File: config.mk
export PLATFORM = sky130hd
export DESIGN_NAME = alu_arbiter
export DESIGN_NICKNAME = d
export VERILOG_FILES = /design/src/rtl/alu_arbiter.sv
export SDC_FILE = /design/constraint.sdc
export NUM_CORES = 1
export LEC_CHECK = 0
export BUFFER_PORTS_ARGS = -buffer_cell sky130_fd_sc_hd__buf_4
export CORE_AREA = 2 2 110 112
export CTS_CLUSTER_DIAMETER = 40
export DETAILED_ROUTE_END_ITERATION = 16
export DIE_AREA = 0 0 112 114
export PLACE_DENSITY = 0.75
export SLEW_MARGIN = 20
export SYNTH_ARGS = -nofsm -noshare
export SYNTH_HDL_FRONTEND = slang
export SYNTH_SLANG_ARGS = --single-unit
File: constraint.sdc
create_clock -name clk -period 1.6 [get_ports clk]
set_input_delay 0.32 -clock clk [delete_from_list [all_inputs] [get_ports clk]]
set_output_delay 0.32 -clock clk [all_outputs]
set_load 0.02 [all_outputs]
File: src/rtl/alu_arbiter.sv
// alu_arbiter: shares one combinational 32-bit ALU between the integer execute
// path (requester 0) and the branch-compare path (requester 1).
// Each accepted request runs IDLE -> EXEC -> RESP, so the block issues one op
// every three cycles.
// Optional feature: define ALU_ARB_RR_EN for round-robin arbitration.
// When the macro is undefined, requester 0 has fixed priority.
module alu_arbiter #(
    parameter int unsigned DATA_W = 32,
    parameter int unsigned SEL_W  = 4
) (
    input  logic              clk,
    input  logic              rst,
    input  logic [1:0]        req_valid,
    output logic [1:0]        req_ready,
    input  logic [DATA_W-1:0] req_a0,
    input  logic [DATA_W-1:0] req_b0,
    input  logic [DATA_W-1:0] req_a1,
    input  logic [DATA_W-1:0] req_b1,
    input  logic [SEL_W-1:0]  req_sel0,
    input  logic [SEL_W-1:0]  req_sel1,
    output logic [1:0]        rsp_valid,
    input  logic [1:0]        rsp_ready,
    output logic [DATA_W-1:0] rsp_data,
    output logic              rsp_branch,
    output logic              busy,
    output logic [DATA_W-1:0] alu_dataA,
    output logic [DATA_W-1:0] alu_dataB,
    output logic [SEL_W-1:0]  alu_selector,
    input  logic [DATA_W-1:0] alu_out,
    input  logic              alu_branch_taken
);

    typedef enum logic [1:0] {
        IDLE = 2'd0,
        EXEC = 2'd1,
        RESP = 2'd2
    } state_t;

    state_t              state;
    logic [DATA_W-1:0]   op_a;
    logic [DATA_W-1:0]   op_b;
    logic [SEL_W-1:0]    op_sel;
    logic                owner;
    logic                last_grant;
    logic [DATA_W-1:0]   res_data;
    logic                res_branch;

    logic                grant;
    logic [DATA_W-1:0]   sel_a;
    logic [DATA_W-1:0]   sel_b;
    logic [SEL_W-1:0]    sel_op;

    // Arbitration: pick which requester may be accepted this IDLE cycle
    always_comb begin
        grant = 1'b0;
        if (req_valid == 2'b10) begin
            grant = 1'b1;
        end else if (req_valid == 2'b11) begin
`ifdef ALU_ARB_RR_EN
            grant = ~last_grant;
`else
            // Fixed priority; last_grant is tracked but has no effect here
            grant = 1'b0 & last_grant;
`endif
        end
    end

    // Accept strobe: only the granted, valid requester, only in IDLE, never in reset
    always_comb begin
        req_ready = 2'b00;
        if (!rst && (state == IDLE) && req_valid[grant]) begin
            req_ready[grant] = 1'b1;
        end
    end

    // Operand mux feeding the capture registers
    always_comb begin
        sel_a  = grant ? req_a1   : req_a0;
        sel_b  = grant ? req_b1   : req_b0;
        sel_op = grant ? req_sel1 : req_sel0;
    end

    // Control FSM, operand/result capture and registered status outputs
    always_ff @(posedge clk) begin
        if (rst) begin
            state      <= IDLE;
            op_a       <= '0;
            op_b       <= '0;
            op_sel     <= '0;
            owner      <= 1'b0;
            last_grant <= 1'b1;
            res_data   <= '0;
            res_branch <= 1'b0;
            rsp_valid  <= 2'b00;
            busy       <= 1'b0;
        end else begin
            case (state)
                IDLE: begin
                    if (req_valid[grant]) begin
                        op_a       <= sel_a;
                        op_b       <= sel_b;
                        op_sel     <= sel_op;
                        owner      <= grant;
                        last_grant <= grant;
                        busy       <= 1'b1;
                        state      <= EXEC;
                    end
                end
                EXEC: begin
                    res_data   <= alu_out;
                    res_branch <= alu_branch_taken;
                    rsp_valid  <= owner ? 2'b10 : 2'b01;
                    state      <= RESP;
                end
                RESP: begin
                    if (rsp_ready[owner]) begin
                        rsp_valid <= 2'b00;
                        busy      <= 1'b0;
                        state     <= IDLE;
                    end
                end
                default: begin
                    rsp_valid <= 2'b00;
                    busy      <= 1'b0;
                    state     <= IDLE;
                end
            endcase
        end
    end

    // Register-driven datapath outputs
    assign rsp_data     = res_data;
    assign rsp_branch   = res_branch;
    assign alu_dataA    = op_a;
    assign alu_dataB    = op_b;
    assign alu_selector = op_sel;

endmodule
Word-level counts from Yosys, hierarchy flattened --
Cells that the tools add are included.
Storage, ports and cells: output and inout bits 106, flip-flop bits (word level) 107
Cells by class: order comparisons 3, multiplexer cells 19, eq/ne operators 5, bitwise operators 2, reduce and logical (&&, ||, !) cells 9
Operators by type and width (count):
- 32-bit 2-to-1 mux | 2
- 2-bit one-hot mux with 3 select lines | 2
- 1-bit 2-to-1 mux | 8
- 2-bit 2-to-1 mux | 4
- 2-bit AND reduction | 3
- 2-bit == test, second input constant | 2
- 1-bit by 2-bit < comparator with 1-bit output, second input constant | 2
- 4-bit 2-to-1 mux | 1
- 1-bit logical AND | 3
- 1-bit one-hot mux with 3 select lines | 1
- 3-bit AND reduction | 1
- 2-bit by 1-bit == test with 1-bit output, second input constant | 1
- 2-bit logical NOT | 1
- 2-bit by 1-bit != test with 1-bit output, second input constant | 1
- 2-bit != test, second input constant | 1
- 1-bit NOT | 2
- 1-bit demux with 1-bit select | 1
- 1-bit greater-or-equal comparator, second input constant | 1
- 1-bit logical NOT | 1

Longest topological paths before layout --
word-level depth 7, mapped depth 7

Least setup slack after synthesis --
Ideal clock, no wire load.
kind register to output, start point reg state[0], end point out req_ready[0], stages on the path, launching flop included 6, buffers on the path 2, slack -178 ps, data arrival time 1458 ps, data required time 1280 ps, path through dfxtp_1 buf_2 nor2_4 clkbuf_1 nand2_1 nor3_1
Between the ends: word-level cells in the longest chain between the ends 4
RTL lines:
- start: declaration | RTL line 39 | state_t state;
- start signal: assignment | RTL line 86 | state <= IDLE;
- start signal: assignment | RTL line 106 | state <= EXEC;
- start signal: assignment | RTL line 113 | state <= RESP;
- 2-bit logical NOT | RTL line 71 | if (!rst && (state == IDLE) && req_valid[grant]) begin
- 1-bit logical AND (2 in series) | RTL line 71
- 2-bit 2-to-1 mux | RTL line 71
- end: declaration | RTL line 14 | output logic [1:0] req_ready,
No other way between the ends.

Worst setup path after layout --
Ends and elaborated chain as after synthesis.

==> flow_summary.ini <==
[worst_setup_path]
crit_type = register to output pin
worst-path-max-fanout = 3
r2r_cells = 5
r2r-start = state[0]$_SDFFE_PP0P_
reg2reg_to = alu_dataA[8]$_SDFFE_PP0P_
cp_data_arrival_time_ns = 1.21
crit_path_end_kind = output pin
start_kind = register
worstPathRequired_ns = 1.28
regToRegSetupSlack_ns = 0.18

[die]
die_area_sq_um = 12770
dieWidth_um = 112
row_count = 40
core_sq_um = 11710
fp.dieH_um = 114
start_util_pct = 39.11
top_level_ports = 281

[grt]
grt-ovfl-total = 0
grt_max_degree = 47
grt_use_total_pct = 22.71
grt_pass1_vias = 4795
grt_pass1_wl_um = 23660
antenna_found_initial = 0

[timing]
slew_headroom_pct = 73.27
rsz0062_at_grt = yes
min_period_over_period_pct = 95.57
fin_skew_ns = 0.003967
period_needed_ns = 1.529
max_clock_freq_mhz = 654.0
slew_violations = 0
tightest_slew_ns = 0.4009
setup_viol = 0
finalHoldViolCount = 0
tns_ns = 0

[power_and_ir_drop]
ir_worst_vdd_mv = 0.5063
p_leak_nw = 3.248
p_per_area_nw_per_um2 = 1060

[finish]
layout-drive-gt1-share_pct = 42.35
syn_to_final_growth_pct = 57.39
nets = 994
fin_cells = 971
num_antenna_cells = 0

[logic_synthesis]
synth_top_family_by_area = compound AO/OA/AOI/OAI gates
ys_seq_elements = 107
syn-cell-area_sq_um = 4581
synthAdderAreaFrac_pct = 0
synthTopCellsByArea = dfxtp_1, nand2_1, a21oi_1
synthMuxAreaShare_pct = 0.4370
synth_nets = 740
synth-compound-area-share_pct = 28.08
synth.distinct_cells = 24
synth_top_cell_by_area = dfxtp_1
synth_top_area_share_pct = 46.76
syn_avg_cell_area_sq_um = 8.107
ys_warn_count = 0
synth-simple-area-share_pct = 18.74
synth_xor_area_share_pct = 0
yosysSeqAreaShare_pct = 46.76
syn_inst = 565

[worst_hold_path]
hold_depth = 3
worstHoldEndpoint = rsp_data[25]$_SDFFE_PP0P_
worstHoldPathType = primary input to register
hp-start = alu_out[25]

[cts]
cts.sinks = 107
numCtsBuffers = 9
clk_latency_ns = 0.34
clock_path_buffers = 2
cts-root-buf = clkbuf_16
holdBufCountCts = 0
cts_tree = built
path_clk_slew_ns = 0.07
cts_max_level = 3

[place]
place_hpwl_um = 11310
dp.cells = 954
globalplace.congestion = 0.8729
io_buffers = 280

[route]
drc = 0
viasPerCell = 5.255
drtIter0Drc = 290
routedWlPerCell_um = 15.73
firstDrtPassIters = 4
wl_um = 15280
via_count = 5103
ant_nets = 0

[run]
maxCapViolations = 0

[run_status]
outcome = complete, no violations
==> logic make-up after synthesis <==
kind of cell / after synthesis
simple gates: 218
mux: 2
compound gates: 177
flops: 107
buf+inv: 61
==> flip-flops by register name, summed over array words and instances (netlist names) <==
signal	flops
alu_dataB	32
owner	1
rsp_branch	1
rsp_data	32
alu_dataA	32
state	2
busy	1
alu_selector	4
rsp_valid	2
==> placed cells by master (no fill, tap or decap), drive strengths merged <==
master  synthesis  layout
o21ba           1       1
o32ai           2       2
clkinv          0       2
o22ai           1       1
bufinv          0       1
buf            14     303
nand2         203     203
nand2b          5       5
clkbuf         46       9
and2            1       1
a211oi          1       1
inv             1       5
mux2i           2       2
nor3            2       2
nor2            2       2
a311oi         68      68
nor2b           3       3
or2             1       1
dfxtp         107     107
a211o           1       1
a21oi         103     103
and3            1       1
==> synthesized netlist by cell type, drive strengths merged <==
master / instances
dfxtp: 107
buf: 14
clkbuf: 46
a311oi: 68
mux2i: 2
nor2: 2
nand2b: 5
inv: 1
a211oi: 1
a211o: 1
and3: 1
and2: 1
nor3: 2
o22ai: 1
a21oi: 103
or2: 1
nor2b: 3
o32ai: 2
o21ba: 1
nand2: 203
==> metrics by stage <==
step | cell area [sq um] | hold slack [ns] | worst slack [ns] | power (mW) | utilization, %
after CTS | 7188 | 0.2093 | 0.03726 | 7.681 | 61.38
after floorplan | 4591 | 0.4560 | -0.03450 | 4.339 | -
after global placement | 6872 | 0.4419 | 0.08544 | 5.337 | 58.68
after detailed placement | 6872 | 0.4490 | 0.04364 | 5.384 | 58.68
after global routing | 7209 | 0.2116 | -0.01285 | 8.002 | 61.56
final | 7209 | 0.2186 | 0.07094 | 7.644 | 61.56
==> metal layers <==
metal	up-vias	part of all wire [%]	global-route usage, %
met4	0	2.4	9.268
met3	31	6.9	4.038
li1	2485	-	-
met1	2342	42	28.43
met5	-	0	0
met2	245	49	38.95
==> final cells by class <==
type | instances | area [sq um]
inverters | 1 | 3.754
clock inverters | 7 | 83.83
flip-flops and latches | 107 | 2142
repair buffers | 303 | 2370
fillers | 1031 | 4502
multi-input cells | 397 | 2201
well taps | 147 | 183.9
clock buffers | 9 | 225.2
==> repair_timing <==
item / in CTS / in global routing
pin swaps: 1 / 1
gates resized for setup: 0 / 5
setup buffers: 1 / 0
endpoints found under the setup margin: 2 / 3
==> worst max-delay path by stage <==
stage,startpoint,end,slack (ns),cells past startpoint
2_1_floorplan,state[0]$_SDFFE_PP0P_,req_ready[0],-0.03,5
3_3_place_gp,req_valid[1],req_ready[1],0.09,5
3_5_place_dp,req_valid[1],alu_dataA[23]$_SDFFE_PP0P_,0.04,5
4_1_cts,state[0]$_SDFFE_PP0P_,req_ready[1],0.04,4
5_1_grt,state[0]$_SDFFE_PP0P_,req_ready[0],-0.01,4
6_report,state[0]$_SDFFE_PP0P_,req_ready[0],0.07,4
==> report_power, final <==
| part | internal, mW | switching (mW) |
|---|---|---|
| sequential | 2.95 | 0.174 |
| combinational | 1.03 | 1.18 |
| clock | 1.25 | 1.06 |
==> worst max-delay path, stage by stage, from the launching register on <==
cell     delay, ns
dfxtp_1       0.34
nor2_4        0.14
nand2_4       0.08
nor3_4        0.18
buf_6         0.14
(Power assumes the default switching activity.)
